### src/rtl/id_decode_pipe.sv
// Decode stage: register file, opcode decode, load-use stall, two-word immediates and
// interrupt micro-op sequencing behind a registered ID/EX stage. Optional macro: REG_BYPASS_EN.
module id_decode_pipe #(
  parameter int WIDTH = 16,
  parameter int NREGS = 8,
  localparam int REG_AW = $clog2(NREGS)
) (
  input  logic              clk,
  input  logic              rst,
  input  logic              in_valid,
  input  logic [WIDTH-1:0]  in_instr,
  output logic              in_ready,
  input  logic              flush,
  input  logic              int_req,
  output logic              int_ack,
  input  logic              wb_en,
  input  logic [REG_AW-1:0] wb_addr,
  input  logic [WIDTH-1:0]  wb_data,
  output logic              out_valid,
  input  logic              out_ready,
  output logic [4:0]        out_op,
  output logic [WIDTH-1:0]  out_op1,
  output logic [WIDTH-1:0]  out_op2,
  output logic [WIDTH-1:0]  out_imm,
  output logic [REG_AW-1:0] out_dst,
  output logic              out_regwr,
  output logic              out_memr,
  output logic              out_memwr
);

  localparam int HDR_W = 5 + 2 * REG_AW;

  typedef enum logic [1:0] {RUN, IMM, INT1, INT2} state_t;

  typedef struct packed {
    logic              valid;
    logic [4:0]        op;
    logic [WIDTH-1:0]  op1;
    logic [WIDTH-1:0]  op2;
    logic [WIDTH-1:0]  imm;
    logic [REG_AW-1:0] dst;
    logic              regwr;
    logic              memr;
    logic              memwr;
  } ex_t;

  function automatic logic [4:0] hdr_op(input logic [HDR_W-1:0] h);
    return h[HDR_W-1 -: 5];
  endfunction

  function automatic logic [REG_AW-1:0] hdr_rs(input logic [HDR_W-1:0] h);
    return h[HDR_W-6 -: REG_AW];
  endfunction

  function automatic logic [REG_AW-1:0] hdr_rd(input logic [HDR_W-1:0] h);
    return h[REG_AW-1:0];
  endfunction

  // Returns {regwr, memr, memwr}.
  function automatic logic [2:0] dec_flags(input logic [4:0] op);
    logic [2:0] f;
    f = 3'b000;
    case (op[4:3])
      2'b00: f = 3'b100;
      2'b01: begin
        if (op == 5'b01000) f = 3'b110;
        else if (op == 5'b01001) f = 3'b001;
      end
      2'b10: f = 3'b100;
      default: f = 3'b000;
    endcase
    return f;
  endfunction

  function automatic ex_t mk_ex(input logic [4:0] op, input logic [WIDTH-1:0] op1,
                                input logic [WIDTH-1:0] op2, input logic [WIDTH-1:0] imm,
                                input logic [REG_AW-1:0] dst);
    ex_t e;
    logic [2:0] f;
    f       = dec_flags(op);
    e.valid = 1'b1;
    e.op    = op;
    e.op1   = op1;
    e.op2   = op2;
    e.imm   = imm;
    e.dst   = dst;
    e.regwr = f[2];
    e.memr  = f[1];
    e.memwr = f[0];
    return e;
  endfunction

  state_t            state_q, state_d, state_eff;
  logic [HDR_W-1:0]  first_q, first_d, in_hdr, src_hdr;
  logic              pending_q, pending_d;
  logic              last_memr_q, last_memr_d;
  logic [REG_AW-1:0] last_dst_q, last_dst_d;
  logic [WIDTH-1:0]  regs_q [NREGS];
  logic [WIDTH-1:0]  regs_d [NREGS];
  ex_t               ex_q, ex_d;
  logic              int_ack_q, int_ack_d;
  logic              adv, stall, take, in_rdy, accept, uses_rd;
  logic [4:0]        in_op;
  logic [WIDTH-1:0]  rs_val, rd_val;

  assign in_hdr  = in_instr[WIDTH-1 -: HDR_W];
  assign in_op   = hdr_op(in_hdr);
  assign adv     = !ex_q.valid | out_ready;
  assign uses_rd = (in_op[4:3] == 2'b00) | (in_op == 5'b01001);
  assign stall   = (state_q == RUN) & last_memr_q &
                   ((hdr_rs(in_hdr) == last_dst_q) | (uses_rd & (hdr_rd(in_hdr) == last_dst_q)));
  assign take    = (state_q == RUN) & pending_q & adv;
  assign in_rdy  = rst & !flush & adv & ((state_q == RUN) | (state_q == IMM)) & !stall & !take;
  assign accept  = in_valid & in_rdy;
  // Interrupt entry is resolved in the same cycle, so the PC push issues without a bubble.
  assign state_eff = take ? INT1 : state_q;
  assign src_hdr   = (state_q == IMM) ? first_q : in_hdr;

  always_comb begin
    regs_d = regs_q;
    if (wb_en) regs_d[wb_addr] = wb_data;
  end

  always_comb begin
    rs_val = regs_q[hdr_rs(src_hdr)];
    rd_val = regs_q[hdr_rd(src_hdr)];
`ifdef REG_BYPASS_EN
    if (wb_en && (wb_addr == hdr_rs(src_hdr))) rs_val = wb_data;
    if (wb_en && (wb_addr == hdr_rd(src_hdr))) rd_val = wb_data;
`endif
  end

  always_comb begin
    state_d     = state_q;
    first_d     = first_q;
    pending_d   = pending_q | int_req;
    last_memr_d = last_memr_q;
    last_dst_d  = last_dst_q;
    ex_d        = ex_q;
    int_ack_d   = 1'b0;
    if (flush) begin
      state_d     = RUN;
      ex_d.valid  = 1'b0;
      ex_d.regwr  = 1'b0;
      ex_d.memr   = 1'b0;
      ex_d.memwr  = 1'b0;
      last_memr_d = 1'b0;
      last_dst_d  = '0;
    end else if (adv) begin
      ex_d.valid = 1'b0;
      ex_d.regwr = 1'b0;
      ex_d.memr  = 1'b0;
      ex_d.memwr = 1'b0;
      case (state_eff)
        RUN: begin
          if (accept) begin
            if (in_op[4:3] == 2'b10) begin
              first_d = in_hdr;
              state_d = IMM;
            end else begin
              ex_d = mk_ex(in_op, rs_val, rd_val, '0, hdr_rd(in_hdr));
            end
          end
        end
        IMM: begin
          if (accept) begin
            ex_d    = mk_ex(hdr_op(first_q), rs_val, rd_val, in_instr, hdr_rd(first_q));
            state_d = RUN;
          end
        end
        INT1: begin
          pending_d = 1'b0;
          ex_d      = mk_ex(5'b11100, '0, '0, '0, '0);
          state_d   = INT2;
        end
        INT2: begin
          ex_d      = mk_ex(5'b11101, '0, '0, '0, '0);
          int_ack_d = 1'b1;
          state_d   = RUN;
        end
        default: state_d = RUN;
      endcase
      last_memr_d = ex_d.valid & ex_d.memr;
      last_dst_d  = ex_d.dst;
    end
  end

  always_ff @(posedge clk or negedge rst) begin
    if (!rst) begin
      state_q     <= RUN;
      first_q     <= '0;
      pending_q   <= 1'b0;
      last_memr_q <= 1'b0;
      last_dst_q  <= '0;
      ex_q        <= '0;
      int_ack_q   <= 1'b0;
      for (int i = 0; i < NREGS; i++) regs_q[i] <= '0;
    end else begin
      state_q     <= state_d;
      first_q     <= first_d;
      pending_q   <= pending_d;
      last_memr_q <= last_memr_d;
      last_dst_q  <= last_dst_d;
      ex_q        <= ex_d;
      int_ack_q   <= int_ack_d;
      regs_q      <= regs_d;
    end
  end

  assign in_ready  = in_rdy;
  assign int_ack   = int_ack_q;
  assign out_valid = ex_q.valid;
  assign out_op    = ex_q.op;
  assign out_op1   = ex_q.op1;
  assign out_op2   = ex_q.op2;
  assign out_imm   = ex_q.imm;
  assign out_dst   = ex_q.dst;
  assign out_regwr = ex_q.regwr;
  assign out_memr  = ex_q.memr;
  assign out_memwr = ex_q.memwr;

endmodule

### config.mk
export PLATFORM = sky130hd
export DESIGN_NAME = id_decode_pipe
export DESIGN_NICKNAME = d
export VERILOG_FILES = /design/src/rtl/id_decode_pipe.sv
export SDC_FILE = /design/constraint.sdc
export NUM_CORES = 1
export LEC_CHECK = 0
export ABC_AREA = 1
export CAP_MARGIN = 20
export CELL_PAD_IN_SITES_DETAIL_PLACEMENT = 0
export CELL_PAD_IN_SITES_GLOBAL_PLACEMENT = 1
export CORE_UTILIZATION = 46
export DETAILED_ROUTE_END_ITERATION = 8
export PLACE_DENSITY_LB_ADDON = 0.1
export REMOVE_ABC_BUFFERS = 1
export SLEW_MARGIN = 20
export SYNTH_ARGS = -nofsm -noshare
export SYNTH_HDL_FRONTEND = slang
export SYNTH_SLANG_ARGS = --single-unit
### constraint.sdc
create_clock -name clk -period 4.9 [get_ports clk]
set_clock_uncertainty 0.15 [all_clocks]
set_input_delay 0.98 -clock clk [delete_from_list [all_inputs] [get_ports clk]]
set_output_delay 0.98 -clock clk [all_outputs]
set_load 0.05 [all_outputs]
* After elaboration in Yosys (flattened, before gate mapping) *
Index checks and enable logic that the tools add are counted.

storage, ports and cells
  flip-flop bits (word level) = 207
  input bits = 42
  output and inout bits = 62

operators by class
  $lt $le $gt $ge = 4
  equal/unequal tests = 20
  mux-type cells = 42
  bitwise logic cells = 21
  reduce and logical (&&, ||, !) cells = 15

operators by type and width
  kind                                                 count
  2-to-1 mux 60 bit                                    6
  case mux 60 bit (4 select lines)                     1
  bitwise mux 128 bit                                  1
  binary-select mux 16 bit (select 3 bit)              2
  2-to-1 mux 16 bit                                    5
  demux 16 bit (select 3 bit)                          1
  equality test 5 x 4 -> 1 bit, second input constant  4
  2-to-1 mux 3 bit                                     5
  bitwise AND 1 bit                                    12
  >= comparator 4 bit, second input constant           3
  2-to-1 mux 2 bit                                     6
  inequality test 4 bit, second input constant         3
  inverter 3 -> 4 bit                                  3
  case mux 3 bit (2 select lines)                      2
  2-to-1 mux 1 bit                                     11
  AND reduction 5 bit                                  2
  inequality test 3 bit, second input constant         3
  equality test 2 x 1 -> 1 bit, second input constant  4
  equality test 2 bit, second input constant           4
  zero test 2 bit                                      4
  case mux 2 bit (4 select lines)                      1
  equality test 3 bit                                  2
  2-to-1 mux 6 bit                                     1
  OR 1 bit                                             5
  other kinds (8)                                      11

* Depth between registers and ports, before layout *
Gate-level depths: netlist of run 1.

  depth after elaboration = 16
  gate-level depth with buffers = 15
  depth with buffers taken out = 14

* Least setup slack after synthesis of run 1 *
OpenSTA, ideal clock, no wires.

  kind = input to output
  start = in out_ready
  end = out in_ready
  data arrival time = 2.405 ns
  data required time = 3.770 ns
  setup slack = 1.365 ns
  stages = 6
  buffers on the path = 0
  cells stage by stage = inv_1 -> nand2_2 -> nand2_1 -> inv_2 -> nand3_2 -> a21oi_1

between the ends
  word-level cells in the longest chain between the ends = 5

ends and longest elaborated chain
  what                            RTL line  RTL
  start: declaration              20        input logic out_ready,
  OR 1 bit *                      108       assign adv = !ex_q.valid | out_ready;
  bitwise AND 1 bit (3 in a row)  113       assign in_rdy = rst & !flush & adv & ((state_q == RUN) | (state_q == IMM)) & !stall & !take;
  bitwise AND 1 bit *             113
  end: declaration                12        output logic in_ready,

Mark *: on every way between the ends. The rest lies on a longest branch, timed or not.

* Final worst setup path of run 1 *
Ends and elaborated chain as after synthesis.

==> metrics.txt, run 1 <==
Worst Path Max Fanout 7; final WL 29200 µm; Clk Latency, worst-skew pair approximately 0.52 ns; nets@finish approximately 1500; gpl congestion 0.843; hold slack 0.223 ns; Reg area 5180 µm²; failing checks design-rule violations; maxcap violations 0; initial antenna violation count 0; Core Util, Final between 50% and 60%; period utilisation layout a little under nine tenths; Detail Route Antenna Nets 0; Post-CTS Hold Buffers 0; crit path capture type primary output; Num CTS Buffers 24; min Tclk post-route around 4.2 ns; Die Y about 150 µm; DP Wirelength 17200 µm; pwr/cell area around 570 nW/µm²; Vias about 9300; peak supply drop roughly 310 µV; clk slew on worst S/H paths around 0.060 ns; # IOs approximately 100; diode count 0; final hold viol count 0; vias in the first global route ~9000; H-tree depth 1; area of the mapped netlist roughly 10000 µm²; Starting Density between 40% and 50%; vias per inst between 5 and 6; CTS resizes 0; library cells used by synthesis 27; layout cell share with drive strength beyond 1 under 10%; die area between 20000 and 25000 µm²; Synthesis Warnings 0; Least-Margin Pin Slew roughly 1.0 ns; Gate Count Post-Synth 1368; DRC viols 11; DIE WIDTH 153 µm; overflow left after global routing 0; Yosys reg bits between 200 and 250; setup bufs post-CTS 0; post-synthesis area per instance approximately 7.6 µm²; fin. max-slew vios 0; Hold Path Class input pin to asynchronous set/reset pin; Syn-to-layout area delta 18.8%; Core ar. between 20000 and 25000 µm²; DRT Pass-1 Iters 9; first-pass GRT wire length roughly 48000 µm; Critical Path RT about 3.8 ns; Crit Path Class input pin to primary output; row count 54; fill cell count 2148; crit start category input pin; Initial DRC Count approximately 750; area taken by multi-input logic gates between 4000 and 5000 µm²; Fin Setup TNS 0 ns; largest net degree at the start of global routing between 60 and 70; setup violators final 0; placed cell area 11600 µm²; Seq/Total Area, Yosys 49.7%; I/O Buffers approximately 100; CTS tree built; maximum clock path buffer count 3; worst path arrival time between 3 and 4 ns; total leakage power about 6 nW; Finished Cell Area 12400 µm²; RSZ-0062 raised after global routing no; Slew Limit Headroom roughly 32%; CTS root buffer clkbuf_16; clock sink count between 200 and 250; GRT Total Usage around a quarter; Max Freq between 0.2 and 0.25 GHz; Routed WL per cell around 17 µm; status finished with violations
[cell type report]
type / instances / share of cell area [%]
Sequential cell: 207 / 41.8
Multi-Input combinational cell: 1014 / 37.3
Timing Repair Buffer: 124 / 9.63
Clock buffer: 33 / 5.62
Tap cell: 280 / 2.83
Inverter: 63 / 1.91
Clock inverter: 11 / 0.930
[synthesized netlist by cell type]
| master | number | area, µm² |
|---|---|---|
| a31oi_4 | 1 | 21.3 |
| clkbuf_1 | 35 | 131 |
| nor2_4 | 2 | 22.5 |
| buf_2 | 30 | 150 |
| or2_2 | 1 | 6.26 |
| inv_1 | 54 | 203 |
| xnor2_1 | 4 | 35.0 |
| nand4_1 | 11 | 68.8 |
| nor2_1 | 101 | 379 |
| inv_2 | 9 | 33.8 |
| nand2_1 | 482 | 1810 |
| o21bai_1 | 32 | 240 |
| nand2_2 | 2 | 12.5 |
| o21ai_4 | 1 | 16.3 |
| nand3_1 | 81 | 405 |
| nor3_1 | 8 | 40.0 |
| o21ai_1 | 50 | 250 |
| dfrtp_1 | 207 | 5180 |
| a21oi_1 | 55 | 275 |
| buf_4 | 15 | 113 |
| o21ai_2 | 2 | 17.5 |
| o21ai_0 | 143 | 716 |
| a31oi_1 | 32 | 200 |
| o21a_1 | 1 | 7.51 |
| nand3_2 | 2 | 20.0 |
| buf_6 | 4 | 45.0 |
| o31ai_1 | 3 | 22.5 |
[path summary, 6_finish.rpt]
| path | cells after the start | startpoint | slack (ns) | endpoint |
|---|---|---|---|---|
| worst min register to register | 2 | out_imm[15]$_DFFE_PN0P_ | 0.32 | out_imm[15]$_DFFE_PN0P_ |
| max in group asynchronous | 3 | rst | 2.67 | regs_q[92]$_DFFE_PN0P_ |
| worst max register to register | 9 | state_q[1]$_DFFE_PN0P_ | 1.48 | out_op1[10]$_DFFE_PN0P_ |
| worst max-delay path | 8 | out_ready | 0.67 | in_ready |
| worst min-delay path | 1 | rst | 0.22 | out_imm[1]$_DFFE_PN0P_ |
| min in group clk | 2 | out_imm[15]$_DFFE_PN0P_ | 0.32 | out_imm[15]$_DFFE_PN0P_ |
[cell usage in the layout (no fill, tap or decap)]
| master | netlist | routed |
|---|---|---|
| a21oi_1 | 55 | 55 |
| a31oi_1 | 32 | 32 |
| a31oi_4 | 1 | 1 |
| buf_4 | 15 | 21 |
| bufinv_16 | 0 | 2 |
| clkbuf_1 | 35 | 4 |
| clkbuf_16 | 0 | 25 |
| clkbuf_8 | 0 | 5 |
| clkdlybuf4s50_1 | 0 | 102 |
| clkinv_2 | 0 | 5 |
| clkinvlp_4 | 0 | 4 |
| dfrtp_1 | 207 | 207 |
| inv_1 | 54 | 54 |
| inv_2 | 9 | 9 |
| nand2_1 | 482 | 479 |
| nand2_2 | 2 | 5 |
| nand3_1 | 81 | 80 |
| nand3_2 | 2 | 3 |
| nand4_1 | 11 | 11 |
| nor2_1 | 101 | 101 |
| nor2_4 | 2 | 2 |
| nor3_1 | 8 | 7 |
| nor3_2 | 0 | 1 |
| o21a_1 | 1 | 1 |
| o21ai_0 | 143 | 143 |
| o21ai_1 | 50 | 48 |
| o21ai_2 | 2 | 1 |
| o21ai_4 | 1 | 4 |
| o21bai_1 | 32 | 32 |
| o31ai_1 | 3 | 3 |
| or2_2 | 1 | 1 |
| xnor2_1 | 4 | 4 |
[cells by family (layout without fill, tap and decap cells)]
logic type / after synthesis / count (layout) / synth area share, %
AOI/OAI and AO/OA: 320 / 320 / 17.0
xor gates and xnor gates: 4 / 4 / 0.336
buffers and inverters: 147 / 231 / 6.48
DFF: 207 / 207 / 49.7
and+or+nand+nor: 690 / 690 / 26.5
[sequential cells by signal, summed over array words and instances (netlist names)]
signal,count
int_ack,1
state_q,2
last_dst_q,3
regs_q,128
out_op2,16
last_memr_q,1
first_q,11
pending_q,1
out_op1,16
out_regwr,1
out_op,5
out_memwr,1
out_imm,16
out_valid,1
out_memr,1
out_dst,3
[critical path: stages]
cell and delay, ns:
clkdlybuf4s50_1 0.45, inv_1 0.04, nand2_2 0.12, nand2_1 0.19, inv_2 0.18, nand3_2 0.10, a21oi_1 0.19, clkdlybuf4s50_1 0.84
[per-layer routing]
metal | routed length (µm) | global-route usage, % | vias to the layer above
met5 | 0 | 0 | -
met4 | 496 | 6.20 | 0
met3 | 1610 | 2.96 | 43
met2 | 13600 | 42.5 | 275
met1 | 13500 | 36.2 | 4417
li1 | - | - | 4611
[where the power goes]
part           switching [mW]  internal, mW
registers               0.264          2.09
logic                    1.98         0.941
clock network           0.712          1.10
[stage by stage]
step	setup WS [ns]	total power, mW	cells
global placement	0.723	5.29	1688
CTS	0.688	7.14	1732
global route	0.559	7.53	1732
detailed placement	0.694	5.31	1688
floorplan	0.972	4.29	1284
finish	0.673	7.09	1732
Note: power is estimated with default switching activity, not from simulation.
==> inputs of run 2 (changes only) <==
- CORE_UTILIZATION: 46 -> 31
- REMOVE_ABC_BUFFERS: 1 -> default
==> run 2 against run 1 <==
  * Sequential cell count is the same
  * Critical endpoint unchanged
  * The flow now finishes without violations
  * Cell count grew 9.9%
  * First-iteration DRC count shrank 6.2%
==> metrics.txt, run 2 (same netlist as run 1, synthesis figures left out) <==
max reg flops roughly 130; Worst Path Max Fanout 7; Routed WL per cell between 15 and 20 µm; Clock power frac between 20% and 30%; initial antenna violation count 0; CTS tree built; Vias 9392; Slew Limit Headroom a little under two fifths; fin. max-slew vios 0; period utilisation layout ~87%; stages on the worst setup path 8; final WL 35800 µm; most common cell after layout, fill and taps aside nand2_1; max incr delay on CP ~0.84 ns; die area ~34000 µm²; placed cell area between 10000 and 15000 µm²; first-pass GRT wire length between 50000 and 60000 µm; Clk Latency, worst-skew pair about 0.53 ns; pwr/cell area 585 nW/µm²; Fin Setup TNS 0 ns; maxcap violations 0; switch share around 43%; Reg2Reg Depth 9; total leakage power a little under 6 nW; crit path capture type primary output; Crit path top cell by count clkdlybuf4s50_1; setup bufs post-CTS 0; CTS root buffer clkbuf_16; Detail Route Antenna Nets 0; Crit Path Class input pin to primary output; Largest Register regs_q; maximum clock path buffer count 3; largest net degree at the start of global routing 65; DRT Pass-1 Iters 5; vias per inst approximately 4.9; CP delay by family, top buffers and inverters; Worst Path Buf+Inv 4; Critical Path RT ~3.8 ns; Finished Cell Area 12700 µm²; clock sink count between 200 and 250; Logic pwr share 42.2%; DIE WIDTH 185 µm; setup violators final 0; peak supply drop 239 µV; min Tclk post-route 4.24 ns; Syn Nets approximately 1400; Initial DRC Count around 700; flop-to-flop setup slack around 1.6 ns; DP Wirelength about 22000 µm; P_int about 4.2 mW; gpl congestion between 0.8 and 0.9; overflow left after global routing 0; Post-CTS Hold Buffers 0; Core ar. 32800 µm²; end of the critical path in_ready; Num CTS Buffers 26; FF-to-FF End out_op1[13]$_DFFE_PN0P_; diode count 0; Least-Margin Pin Slew 0.937 ns; H-tree depth 1; Hold Path Class input pin to asynchronous set/reset pin; RR Startpoint state_q[1]$_DFFE_PN0P_; GRT Total Usage 21.4%; vias in the first global route 9296; worst path arrival time just over 3 ns; Seq pwr share around a third; RSZ-0062 raised after global routing no; Starting Density about a third; row count 66; DRC viols 0; crit start category input pin; final hold viol count 0; Max Freq about 0.24 GHz; Setup crit start out_ready; Syn-to-layout area delta 21.9%; most frequent cells in the layout 480 x nand2_1, 207 x dfrtp_1, 143 x o21ai_0, 102 x clkdlybuf4s50_1, 101 x nor2_1; crit path cell chain clkdlybuf4s50_1 > inv_1 > nand2_2 > nand2_1 > inv_2 > nand3_2 > a21oi_1 > clkdlybuf4s50_1; Switch Pwr around 3.2 mW; Slowest-stage cell, CP clkdlybuf4s50_1; clk slew on worst S/H paths ~0.060 ns; CTS resizes 0; # IOs 104; status finished, final reports clean; I/O Buffers 103; Die Y approximately 190 µm; layout cell share with drive strength beyond 1 under 10%; nets@finish ~1500
## run 2: changes by cell type in the layout (fill, tap and decap cells not counted), moves of 2 or more
| cell | before | now |
|---|---|---|
| buf_4 | 21 | 25 |
| clkinv_2 | 5 | 9 |
| buf_12 | 0 | 2 |
| clkbuf_1 | 4 | 2 |
| clkbuf_16 | 25 | 27 |
| clkbuf_8 | 5 | 7 |
| clkinvlp_4 | 4 | 2 |
## run 2: layout make-up
| type | count | area [µm²] |
|---|---|---|
| fillers | 3476 | 20100 |
| flip-flops and latches | 207 | 5180 |
| multi-input cells | 1014 | 4610 |
| repair buffers | 130 | 1260 |
| clock buffers | 36 | 779 |
| well taps | 442 | 553 |
| inverters | 63 | 236 |
| clock inverters | 12 | 90.1 |
## run 2: through the flow
stage | power [mW] | setup WS, ns | hold slack [ns] | util (%) | cells
CTS | 7.53 | 0.672 | 0.158 | 38.8 | 1904
global placement | 5.56 | 0.691 | 0.303 | 36.1 | 1856
finish | 7.44 | 0.661 | 0.159 | 38.8 | 1904
global route | 7.92 | 0.548 | 0.153 | 38.8 | 1904
floorplan | 4.44 | 1.36 | 0.298 | - | 1368
detailed placement | 5.57 | 0.676 | 0.312 | 36.1 | 1856
## run 2: layer usage
layer	global-route usage, %	wire length, µm	vias to the layer above
met5	0	0	-
met4	4.23	609	0
met3	2.34	1520	39
met2	35.4	16600	207
met1	30.1	17000	4515
li1	-	-	4631
## run 2: how the worst min path moves through the flow
stage / start / endpoint
3_5_place_dp: out_imm[6]$_DFFE_PN0P_ / out_imm[6]$_DFFE_PN0P_
5_1_grt: rst / out_imm[6]$_DFFE_PN0P_
3_3_place_gp: out_imm[0]$_DFFE_PN0P_ / out_imm[0]$_DFFE_PN0P_
6_report: rst / out_imm[6]$_DFFE_PN0P_
2_1_floorplan: first_q[10]$_DFFE_PN0P_ / first_q[10]$_DFFE_PN0P_
4_1_cts: rst / out_dst[0]$_DFFE_PN0P_
## run 2: power by group through the flow
stage          Sequential [mW]  Clock [mW]  Combinational, mW
6_report                  2.37        1.93               3.14
5_1_grt                   2.42        2.05               3.44
4_1_cts                   2.37        1.98               3.18
3_5_place_dp              2.40           0               3.17
3_3_place_gp              2.39           0               3.17
2_1_floorplan             2.87           0               1.57
